[config.mk]
export PLATFORM = sky130hd
export DESIGN_NAME = game_mode_ctrl_flat
export DESIGN_NICKNAME = d
export VERILOG_FILES = /design/src/rtl/game_pkg.sv /design/src/rtl/game_mode_ctrl_if.sv /design/src/rtl/bcd_score_counter.sv /design/src/rtl/game_mode_ctrl.sv /design/src/flat_wrapper.sv
export SDC_FILE = /design/constraint.sdc
export NUM_CORES = 1
export LEC_CHECK = 0
export BUFFER_PORTS_ARGS = -buffer_cell sky130_fd_sc_hd__buf_2
export CORE_MARGIN = 4
export CORE_UTILIZATION = 45
export DETAILED_ROUTE_END_ITERATION = 10
export SKIP_CTS_REPAIR_TIMING = 1
export SLEW_MARGIN = 20
export SYNTH_ARGS = -nofsm -noshare
export SYNTH_HDL_FRONTEND = slang
export SYNTH_HIERARCHICAL = 1
export SYNTH_SLANG_ARGS = --single-unit
[constraint.sdc]
create_clock -name clk -period 5.15 [get_ports clk]
set_input_delay 0.2575 -clock clk [delete_from_list [all_inputs] [get_ports clk]]
set_output_delay 0.2575 -clock clk [all_outputs]
set_load 0.03 [all_outputs]
[src/rtl/game_pkg.sv]
// rtl/game_pkg.sv - shared game mode encodings and BCD helpers
package game_pkg;

    // FINISH encoding is shared with the high-score checker; keep 3'b101.
    typedef enum logic [2:0] {
        MODE_IDLE      = 3'b000,
        MODE_COUNTDOWN = 3'b001,
        MODE_PLAY      = 3'b010,
        MODE_PAUSE     = 3'b011,
        MODE_FINISH    = 3'b101
    } mode_t;

    localparam logic [7:0] BCD_MAX = 8'h99;

    // Two-digit saturating BCD increment; a units digit of 9 or above rolls
    // into tens so a non-BCD nibble can never be produced.
    function automatic logic [7:0] bcd_inc_sat(input logic [7:0] v);
        logic [7:0] r;
        if (v == BCD_MAX) begin
            r = v;
        end else if (v[3:0] >= 4'd9) begin
            r = {v[7:4] + 4'd1, 4'd0};
        end else begin
            r = {v[7:4], v[3:0] + 4'd1};
        end
        return r;
    endfunction

endpackage

[src/rtl/game_mode_ctrl_if.sv]
// rtl/game_mode_ctrl_if.sv - button/judge inputs and mode/score outputs of the sequencer
interface game_mode_ctrl_if #(
    parameter int MISS_W = 4
);
    import game_pkg::*;

    logic              start_btn;
    logic              pause_btn;
    logic              note_hit;
    logic              note_miss;
    logic              song_done;
    mode_t             mode;
    logic [7:0]        score;
    logic [MISS_W-1:0] miss_cnt;
    logic              score_tog;
    logic              play_en;

    modport master (
        output start_btn, pause_btn, note_hit, note_miss, song_done,
        input  mode, score, miss_cnt, score_tog, play_en
    );

    modport slave (
        input  start_btn, pause_btn, note_hit, note_miss, song_done,
        output mode, score, miss_cnt, score_tog, play_en
    );
endinterface

[src/rtl/bcd_score_counter.sv]
// rtl/bcd_score_counter.sv - two-digit saturating BCD score register
module bcd_score_counter
    import game_pkg::*;
(
    input  logic       clk,
    input  logic       n_rst,
    input  logic       clr,
    input  logic       inc,
    output logic [7:0] score
);

    logic [7:0] score_q;
    logic [7:0] score_d;

    // Clear wins over increment; otherwise hold.
    always_comb begin
        score_d = score_q;
        if (clr) begin
            score_d = 8'h00;
        end else if (inc) begin
            score_d = bcd_inc_sat(score_q);
        end
    end

    // Score register.
    always_ff @(posedge clk or negedge n_rst) begin
        if (!n_rst) begin
            score_q <= 8'h00;
        end else begin
            score_q <= score_d;
        end
    end

    assign score = score_q;

endmodule

[src/rtl/game_mode_ctrl.sv]
// rtl/game_mode_ctrl.sv - guitar game sequencer: mode FSM, timers, score and miss count
module game_mode_ctrl
    import game_pkg::*;
#(
    parameter int COUNT_CYCLES = 30_000_000,
    parameter int TOG_CYCLES   = 10_000_000,
    parameter int MAX_MISS     = 10,
    parameter int MISS_W       = 4
) (
    input  logic             clk,
    input  logic             n_rst,
    game_mode_ctrl_if.slave  bus
);

    localparam int CNT_W = (COUNT_CYCLES > 1) ? $clog2(COUNT_CYCLES) : 1;
    localparam int TOG_W = (TOG_CYCLES > 1) ? $clog2(TOG_CYCLES) : 1;

    localparam logic [CNT_W-1:0]  CNT_LAST = CNT_W'(COUNT_CYCLES - 1);
    localparam logic [TOG_W-1:0]  TOG_LAST = TOG_W'(TOG_CYCLES - 1);
    localparam logic [MISS_W-1:0] MISS_MAX = MISS_W'(MAX_MISS);

    mode_t             mode_q, mode_d;
    logic              start_prev_q, start_prev_d;
    logic              pause_prev_q, pause_prev_d;
    logic [CNT_W-1:0]  cd_cnt_q, cd_cnt_d;
    logic [TOG_W-1:0]  tog_cnt_q, tog_cnt_d;
    logic              score_tog_q, score_tog_d;
    logic [MISS_W-1:0] miss_cnt_q, miss_cnt_d;

    logic              start_edge;
    logic              pause_edge;
    logic              miss_inc;
    logic [MISS_W-1:0] miss_next;
    logic              miss_reach;
    logic              enter_cd;
    logic              score_inc;
    logic [7:0]        score;

    assign start_edge = bus.start_btn & ~start_prev_q;
    assign pause_edge = bus.pause_btn & ~pause_prev_q;

    // Miss counting happens only in PLAY and saturates at the limit.
    always_comb begin
        miss_inc   = (mode_q == MODE_PLAY) && bus.note_miss;
        miss_next  = miss_cnt_q;
        if (miss_inc && (miss_cnt_q != MISS_MAX)) begin
            miss_next = miss_cnt_q + MISS_W'(1);
        end
        miss_reach = miss_inc && (miss_next == MISS_MAX);
    end

    // Next mode and countdown timer; the countdown only runs while in COUNTDOWN.
    always_comb begin
        mode_d   = mode_q;
        cd_cnt_d = '0;
        case (mode_q)
            MODE_IDLE: begin
                if (start_edge) mode_d = MODE_COUNTDOWN;
            end
            MODE_COUNTDOWN: begin
                if (cd_cnt_q == CNT_LAST) begin
                    mode_d = MODE_PLAY;
                end else begin
                    cd_cnt_d = cd_cnt_q + CNT_W'(1);
                end
            end
            MODE_PLAY: begin
                if (bus.song_done || miss_reach) begin
                    mode_d = MODE_FINISH;
                end else if (pause_edge) begin
                    mode_d = MODE_PAUSE;
                end
            end
            MODE_PAUSE: begin
                if (start_edge) begin
                    mode_d = MODE_IDLE;
                end else if (pause_edge) begin
                    mode_d = MODE_PLAY;
                end
            end
            MODE_FINISH: begin
                if (start_edge) mode_d = MODE_COUNTDOWN;
            end
            default: mode_d = MODE_IDLE;
        endcase
    end

    // Score/miss clear on COUNTDOWN entry; edge-detect history tracks the buttons.
    always_comb begin
        enter_cd     = (mode_d == MODE_COUNTDOWN) && (mode_q != MODE_COUNTDOWN);
        score_inc    = (mode_q == MODE_PLAY) && bus.note_hit;
        miss_cnt_d   = enter_cd ? '0 : miss_next;
        start_prev_d = bus.start_btn;
        pause_prev_d = bus.pause_btn;
    end

    // Display toggle runs only while staying in FINISH; entry and exit clear it.
    always_comb begin
        tog_cnt_d   = '0;
        score_tog_d = 1'b0;
        if ((mode_q == MODE_FINISH) && (mode_d == MODE_FINISH)) begin
            if (tog_cnt_q == TOG_LAST) begin
                score_tog_d = ~score_tog_q;
            end else begin
                tog_cnt_d   = tog_cnt_q + TOG_W'(1);
                score_tog_d = score_tog_q;
            end
        end
    end

    // State registers.
    always_ff @(posedge clk or negedge n_rst) begin
        if (!n_rst) begin
            mode_q       <= MODE_IDLE;
            start_prev_q <= 1'b0;
            pause_prev_q <= 1'b0;
            cd_cnt_q     <= '0;
            tog_cnt_q    <= '0;
            score_tog_q  <= 1'b0;
            miss_cnt_q   <= '0;
        end else begin
            mode_q       <= mode_d;
            start_prev_q <= start_prev_d;
            pause_prev_q <= pause_prev_d;
            cd_cnt_q     <= cd_cnt_d;
            tog_cnt_q    <= tog_cnt_d;
            score_tog_q  <= score_tog_d;
            miss_cnt_q   <= miss_cnt_d;
        end
    end

    bcd_score_counter u_score (
        .clk   (clk),
        .n_rst (n_rst),
        .clr   (enter_cd),
        .inc   (score_inc),
        .score (score)
    );

    assign bus.mode      = mode_q;
    assign bus.score     = score;
    assign bus.miss_cnt  = miss_cnt_q;
    assign bus.score_tog = score_tog_q;
    assign bus.play_en   = (mode_q == MODE_PLAY);

endmodule

[src/flat_wrapper.sv]
// flat-port wrapper written by rule: the top's interface ports become plain ports
module game_mode_ctrl_flat import game_pkg::*;
#(
    parameter int COUNT_CYCLES = 30_000_000,
    parameter int TOG_CYCLES   = 10_000_000,
    parameter int MAX_MISS     = 10,
    parameter int MISS_W       = 4
)
  (clk, n_rst, bus_start_btn, bus_pause_btn, bus_note_hit, bus_note_miss, bus_song_done, bus_mode, bus_score, bus_miss_cnt, bus_score_tog, bus_play_en);
  game_mode_ctrl_if #(.MISS_W(MISS_W)) bus_i ();
  input  logic clk;
  input  logic n_rst;
  input wire logic [$bits(bus_i.start_btn)-1:0] bus_start_btn;
  input wire logic [$bits(bus_i.pause_btn)-1:0] bus_pause_btn;
  input wire logic [$bits(bus_i.note_hit)-1:0] bus_note_hit;
  input wire logic [$bits(bus_i.note_miss)-1:0] bus_note_miss;
  input wire logic [$bits(bus_i.song_done)-1:0] bus_song_done;
  output wire logic [$bits(bus_i.mode)-1:0] bus_mode;
  output wire logic [$bits(bus_i.score)-1:0] bus_score;
  output wire logic [$bits(bus_i.miss_cnt)-1:0] bus_miss_cnt;
  output wire logic [$bits(bus_i.score_tog)-1:0] bus_score_tog;
  output wire logic [$bits(bus_i.play_en)-1:0] bus_play_en;
  assign bus_i.start_btn = bus_start_btn;
  assign bus_i.pause_btn = bus_pause_btn;
  assign bus_i.note_hit = bus_note_hit;
  assign bus_i.note_miss = bus_note_miss;
  assign bus_i.song_done = bus_song_done;
  assign bus_mode = bus_i.mode;
  assign bus_score = bus_i.score;
  assign bus_miss_cnt = bus_i.miss_cnt;
  assign bus_score_tog = bus_i.score_tog;
  assign bus_play_en = bus_i.play_en;
  game_mode_ctrl #(.COUNT_CYCLES(COUNT_CYCLES), .TOG_CYCLES(TOG_CYCLES), .MAX_MISS(MAX_MISS), .MISS_W(MISS_W)) u_core (.clk(clk), .n_rst(n_rst), .bus(bus_i));
endmodule
==> metrics.md, run 1 <==
| Metric | Value |
|---|---|
| Run status | complete, no violations |
| Vias | 2663 |
| Req. time, crit path | approximately 5400 ps |
| First-pass GRT wire length | about 12000 microns |
| Starting Density | approximately 46% |
| Hold endpoint | u_core/start_prev_q$_DFF_PN0_ |
| CTS Buf Count | 9 |
| EDFF count, synth | 0 |
| Achievable Freq | between 0.4 and 0.5 GHz |
| Busiest grt layer | met2 |
| Antenna diodes | 0 |
| Setup crit end kind | flop |
| Critical path's top delay family | compound AO/OA/AOI/OAI gates |
| # DRC | 0 |
| Tmin final | 2090 ps |
| Max cap viols | 0 |
| # clock sinks | 67 |
| Die X | around 97 microns |
| Largest family of logic cells by synthesized area | simple AND/OR/NAND/NOR gates |
| Net Count, Synth | ~390 |
| Min-Delay Path Class | in -> reg |
| Worst setup SP type | flop |
| Fin. max-slew vios | 0 |
| Root Driver | clkbuf_8 |
| Tot Pwr | 1310 uW |
| M1 GR Usage | about 22% |
| Syn. warnings | 6 |
| Crit-path max cell delay | 460 ps |
| Cells on worst reg2reg path | 7 |
| TNS Setup | 0 ps |
| Fillcell total | around 730 |
| Post-Synth Simple-Gate Area | roughly 28% |
| Largest net degree at the start of global routing | just under 70 |
| Register bit total from synthesis | 67 |
| Hold Crit Depth | 1 |
| Hold_sp | bus_start_btn |
| Dpl hpwl | about 4500 microns |
| Drt pass-1 iters | 4 |
| RR Endpoint | u_core/bus.mode[0]$_DFF_PN0_ |
| Vias in the first global route | between 2000 and 3000 |
| Core Area | roughly 7700 sq um |
| Crit-path max FO | 9 |
| Port bufs | 23 |
| Layout net count | just over 400 |
| R2R setup slack | ~3100 ps |
| I/O pin count | 24 |
| Worst slew pin tran | about 840 ps |
| GR Util met3 | under 10% |
| Count of buffer and inverter cells on the critical path | 1 |
| Static Leak | 0.00170 uW |
| Met2 global-route usage | roughly a quarter |
| Unrepaired setup endpoints after global routing | false |
| Yosys cell types | 46 |
| Final worst setup slack | around 3100 ps |
| CP Cell Sequence | inv_1 > ha_1 > and3b_1 > o311a_1 > o221a_1 > o21ai_0 > o211ai_1 |
| Xor and xnor area share after synthesis | 12.0% |
| All-Layer GR Usage | approximately 16% |
| Die Y | 97.0 microns |
| Ratio of final minimum period to clock period | around 41% |
| Post-synthesis mux area share | less than 1% |
| Clock Skew | 13.0 ps |
| Vias per cell | roughly 5.3 |
| Site Rows | 32 |
| Routed length per placed instance | 13.6 microns |
| WP depth | 7 |
| Share of synthesized registers carrying an async set or reset | 100% |
| Slowest cell on the critical path | dfrtp_1 |
| Mapped cell area | ~3600 sq um |
| H-tree Lvls | 3 |
| Fin. Hold Viols | 0 |
| Layout cells sized above 1 | around 13% |
| CTS clk-pin slew, worst paths | roughly 80 ps |
| Launch point of the worst reg-to-reg path | u_core/bus.miss_cnt[0]$_DFF_PN0_ |
| WS Path Type | reg -> reg |
| Most used DFF post-synth | dfrtp_1 |
| CTS tree | yes |
| Mapped Cells | between 300 and 400 |
| Post-route ant nets | 0 |
| Syn avg cell area | approximately 9.5 sq um |
| Worst slack, placed | a little over 3000 ps |
| Cell Pwr Density | about 330 nW/um^2 |
| Drt total wl | roughly 7000 microns |
| RePlAce Congestion | 0.790 |
| Gr ovfl total | 0 |
| Area share of fa/ha/maj cells after synthesis | about 3.2% |
| CP startpoint | u_core/bus.miss_cnt[0]$_DFF_PN0_ |
| Clock buffer depth | 2 |
| Drt initial violations | roughly 120 |
| Sequential fraction of the synthesis area | ~47% |
| Worst vdd ir | around 0.12 mV |
| Final setup vio count | 0 |
| Critical path arrival | ~2300 ps |
| P&R area growth vs syn | 11.4% |
| Initial antenna violation count | 0 |
| Complex-gate fraction of the synthesized area | roughly 5.2% |
| Die ar. | approximately 9400 sq um |
| Worst rel slew slack | between 40 and 50% |
| Worst-skew pair later-pin latency | between 300 and 400 ps |
[worst register-to-register path, delay by kind of cell (launching register included)]
family,cells,cell delay [ps]
AO/OA/AOI/OAI,4,970
flip-flops,1,460
AND/OR/NAND/NOR,1,190
adder cells (fa/ha/maj),1,250
buffers and inverters,1,100
[metrics by stage]
stage                     hold WS [ps]  util [%]  std cells  area, sq um
final                             30.7      51.4        504         3970
after global routing              16.2      51.4        504         3970
after CTS                         13.0      51.3        504         3970
after detailed placement           385      48.2        488         3730
after global placement             383      48.2        488         3730
after floorplan                  -38.1         -        375         3570
[placed cells by master (no fill, tap or decap), types with 4 or more instances in the layout]
cell	n
xor2_1	26
nand2b_1	6
buf_2	23
a21oi_1	10
clkbuf_8	9
nor3_1	15
xnor2_1	23
nand4_1	10
nand3_1	31
and4_1	6
o21ai_0	8
and3_1	10
nor2_1	66
or2_2	4
ha_1	9
nand2_1	24
inv_1	11
dfrtp_1	67
[power breakdown]
part           switching, uW  leakage (uW)  total [uW]  internal, uW
registers               44.2      0.000920         601           557
logic                    119      0.000665         181          61.9
clock network            204      0.000119         524           321
[cells by family after synthesis]
| kind of cell | Yosys count |
|---|---|
| xor gates and xnor gates | 49 |
| DFF | 67 |
| buffers and inverters | 25 |
| and+or+nand+nor | 194 |
| AOI/OAI and AO/OA | 30 |
| adders and majority gates | 9 |
| muxes | 1 |
[worst max path at each step]
stage / endpoint / slack (ps)
2_1_floorplan: u_core/bus.mode[1]$_DFF_PN0_ / 2980
3_3_place_gp: u_core/bus.mode[0]$_DFF_PN0_ / 3080
3_5_place_dp: u_core/bus.mode[0]$_DFF_PN0_ / 3060
4_1_cts: u_core/bus.mode[0]$_DFF_PN0_ / 3040
5_1_grt: u_core/bus.mode[0]$_DFF_PN0_ / 2900
6_report: u_core/bus.mode[0]$_DFF_PN0_ / 3060
[cell type report]
type,count,area [sq um],share of cell area (%)
clock buffers,9,124,3.12
clock inverters,7,116,2.93
inverters,11,41.3,1.04
multi-input cells,283,1760,44.2
flip-flops and latches,67,1680,42.2
well taps,102,128,3.21
repair buffers,25,130,3.28
[cells in the mapped netlist, drive strengths merged (4+ instances only)]
| master | instances | area share (%) |
|---|---|---|
| nand4 | 10 | 1.8 |
| nor3 | 15 | 2.1 |
| o21ai | 9 | 1.3 |
| and3 | 10 | 1.8 |
| inv | 11 | 1.2 |
| nor2 | 66 | 6.9 |
| nand2 | 24 | 2.5 |
| or2 | 4 | 0.70 |
| a21oi | 10 | 1.4 |
| and4 | 6 | 1.5 |
| xor2 | 26 | 6.4 |
| nand2b | 6 | 1.1 |
| nor4 | 6 | 1.6 |
| xnor2 | 23 | 5.6 |
| nand3 | 32 | 4.8 |
| ha | 9 | 3.2 |
| buf | 11 | 2.4 |
| dfrtp | 67 | 47 |
[routing by layer]
layer	wire (microns)	up-vias
met1	3430	1288
met4	69	0
met3	276	5
met5	0	-
met2	3090	40
li1	-	1330
[registers in the layout (all words and copies together), names as in the netlist]
signal / count
u_core/bus.miss_cnt: 4
u_core/start_prev_q: 1
u_core/pause_prev_q: 1
u_core/u_score/score: 8
u_core/tog_cnt_q: 24
u_core/bus.mode: 3
u_core/cd_cnt_q: 25
u_core/bus.score_tog: 1
Power figures use the tool's default switching activity.
==> run 2, diff against run 1 <==
==> constraint.sdc (replaced) <==
create_clock -name clk -period 1.95 [get_ports clk]
set_input_delay 0.0975 -clock clk [delete_from_list [all_inputs] [get_ports clk]]
set_output_delay 0.0975 -clock clk [all_outputs]
set_load 0.03 [all_outputs]
==> metrics.md, run 2 (synthesis results as in run 1) <==
| Metric | Value |
|---|---|
| Clock buffer depth | 2 (unchanged) |
| Switch share | 29.3% (+1.3 points) |
| Achievable Freq | 0.538 GHz (+13%) |
| Setup crit end kind | flop |
| TNS Setup | 0 ps (unchanged) |
| Static Leak | 0.00185 uW (+8.4%) |
| Unrepaired setup endpoints after global routing | true |
| Die X | 97.0 microns (unchanged) |
| I/O pin count | 24 (unchanged) |
| Drt total wl | 7280 microns (+6.0%) |
| Final setup vio count | 0 (unchanged) |
| Max reg flops | 25 (unchanged) |
| Drt initial violations | 157 (+29%) |
| Pint | 2270 uW (+140%) |
| Tot Pwr | 3210 uW (+150%) |
| Layout net count | 443 (+7.3%) |
| Fin. max-slew vios | 0 (unchanged) |
| Vias per cell | 5.21 (-1.4%) |
| Ratio of final minimum period to clock period | 95.2% (+55 points) |
| Core Area | 7730 sq um (unchanged) |
| Switching power total | 942 uW (+160%) |
| Largest reg by FF count | u_core/cd_cnt_q |
| Starting Density | 46.1% (unchanged) |
| Root Driver | clkbuf_8 |
| RePlAce Congestion | 0.795 (+0.54%) |
| Die ar. | 9410 sq um (unchanged) |
| Most common cell after layout, fill and taps aside | nor2_1 |
| CTS Buf Count | 9 (unchanged) |
| Critical path arrival | 2060 ps (-240 ps) |
| # DRC | 0 (unchanged) |
| Post-route ant nets | 0 (unchanged) |
| Most frequent cells in the layout | nor2_1, dfrtp_1, nand3_1 |
| Crit-path max FO | 24 (+15) |
| CTS clk-pin slew, worst paths | 70 ps (about the same) |
| Max cap viols | 0 (unchanged) |
| Antenna diodes | 0 (unchanged) |
| First-pass GRT wire length | 12500 microns (+3.0%) |
| CTS tree | yes |
| H-tree Lvls | 3 (unchanged) |
| Worst slew pin tran | 599 ps (-245 ps) |
| Die Y | 97.0 microns (unchanged) |
| Clock Skew | 7.98 ps (-5.06 ps) |
| Layout cells sized above 1 | 19.0% (+6.1 points) |
| WS Path Type | reg -> reg |
| Port bufs | 23 (unchanged) |
| Gr ovfl total | 0 (unchanged) |
| Cell area after layout | 4190 sq um (+5.6%) |
| Worst-skew pair later-pin latency | 330 ps (about the same) |
| Fin. Hold Viols | 0 (unchanged) |
| Drt pass-1 iters | 7 (+3) |
| Finished Core Util | 54.3% (+2.9 points) |
| P&R area growth vs syn | 17.6% |
| Clock power frac | 32.9% (-7.2 points) |
| Post-route insts no fill | 533 (+5.8%) |
| Site Rows | 32 (unchanged) |
| Routed length per placed instance | 13.7 microns (+0.20%) |
| Run status | complete, no violations |
| Power share of the sequential group | 48.1% (+2.1 points) |
| Vias in the first global route | 2714 (+5.0%) |
| Placed inst area | 3960 sq um (+6.3%) |
| All-Layer GR Usage | 16.1% (+0.48 points) |
| Initial antenna violation count | 0 (unchanged) |
| Tmin final | 1860 ps (-233 ps) |
| Worst setup SP type | flop |
| Number of cells after detailed placement | 514 (+5.3%) |
| Comb power frac | 19.1% (+5.3 points) |
| Worst rel slew slack | 60.1% (+16 points) |
| Worst vdd ir | 0.317 mV (+160%) |
| # clock sinks | 67 (unchanged) |
| Req. time, crit path | 2160 ps (-3200 ps) |
| Vias | 2777 (+4.3%) |
| Largest net degree at the start of global routing | 33 (-51%) |
| Dpl hpwl | 4950 microns (+9.6%) |
| Cell Pwr Density | 766 nW/um^2 (+130%) |
| Min-Delay Path Class | in -> reg |
## run 2: cell count changes in the layout (fill, tap and decap cells not counted), sizes merged
| cell | previous run | this run |
|---|---|---|
| buf | 25 | 52 |
| bufinv | 3 | 0 |
| clkbuf | 9 | 13 |
| clkinvlp | 1 | 0 |
| clkinv | 3 | 2 |
| dlygate4sd3 | 0 | 3 |
## run 2: path summary, 6_finish.rpt
check                                               from                          endpoint  slack [ps]  depth (start not counted)
hold / removal                             bus_song_done      u_core/bus.mode[1]$_DFF_PN0_          50                          3
min in group asynchronous                          n_rst  u_core/bus.miss_cnt[3]$_DFF_PN0_         300                          2
setup / recovery           u_core/cd_cnt_q[10]$_DFF_PN0_     u_core/cd_cnt_q[21]$_DFF_PN0_          90                          5
setup reg to reg           u_core/cd_cnt_q[10]$_DFF_PN0_     u_core/cd_cnt_q[21]$_DFF_PN0_          90                          5
max in group asynchronous                          n_rst      u_core/cd_cnt_q[0]$_DFF_PN0_        1040                          3
hold reg to reg            u_core/tog_cnt_q[0]$_DFF_PN0_     u_core/tog_cnt_q[0]$_DFF_PN0_         520                          1
## run 2: routing by layer
metal	GRT usage, %	part of all wire (%)
met1	22.5	50
met4	7.34	0.85
met5	0	0
met3	3.39	3.7
met2	23.8	46
## run 2: worst max-delay path, stage by stage (launching register included)
cell	delay, ps
dfrtp_1	400
nor4b_2	270
nand3_1	140
or4_4	560
nand3b_4	260
nor2_1	100
## run 2: area by class of cell
class                   count  area [sq um]
fillers                   695          3530
multi-input cells         283          1780
flip-flops and latches     67          1680
repair buffers             55           392
clock buffers              13           169
well taps                 102           128
inverters                  11          41.3
clock inverters             2          10.0
## run 2: power by group through the flow
stage	registers, uW	clock network (uW)	logic (uW)
floorplan	1640	0	350
global placement	1570	0	595
detailed placement	1570	0	606
CTS	1540	1100	610
global route	1550	1150	697
finish	1540	1060	613
## run 2: metrics by stage
step,worst slack (ps),hold WS (ps)
finish,93.0,45.3
global route,-12.8,71.0
CTS,6.30,-230
detailed placement,19.6,133
global placement,58.1,147
floorplan,-15.7,-198
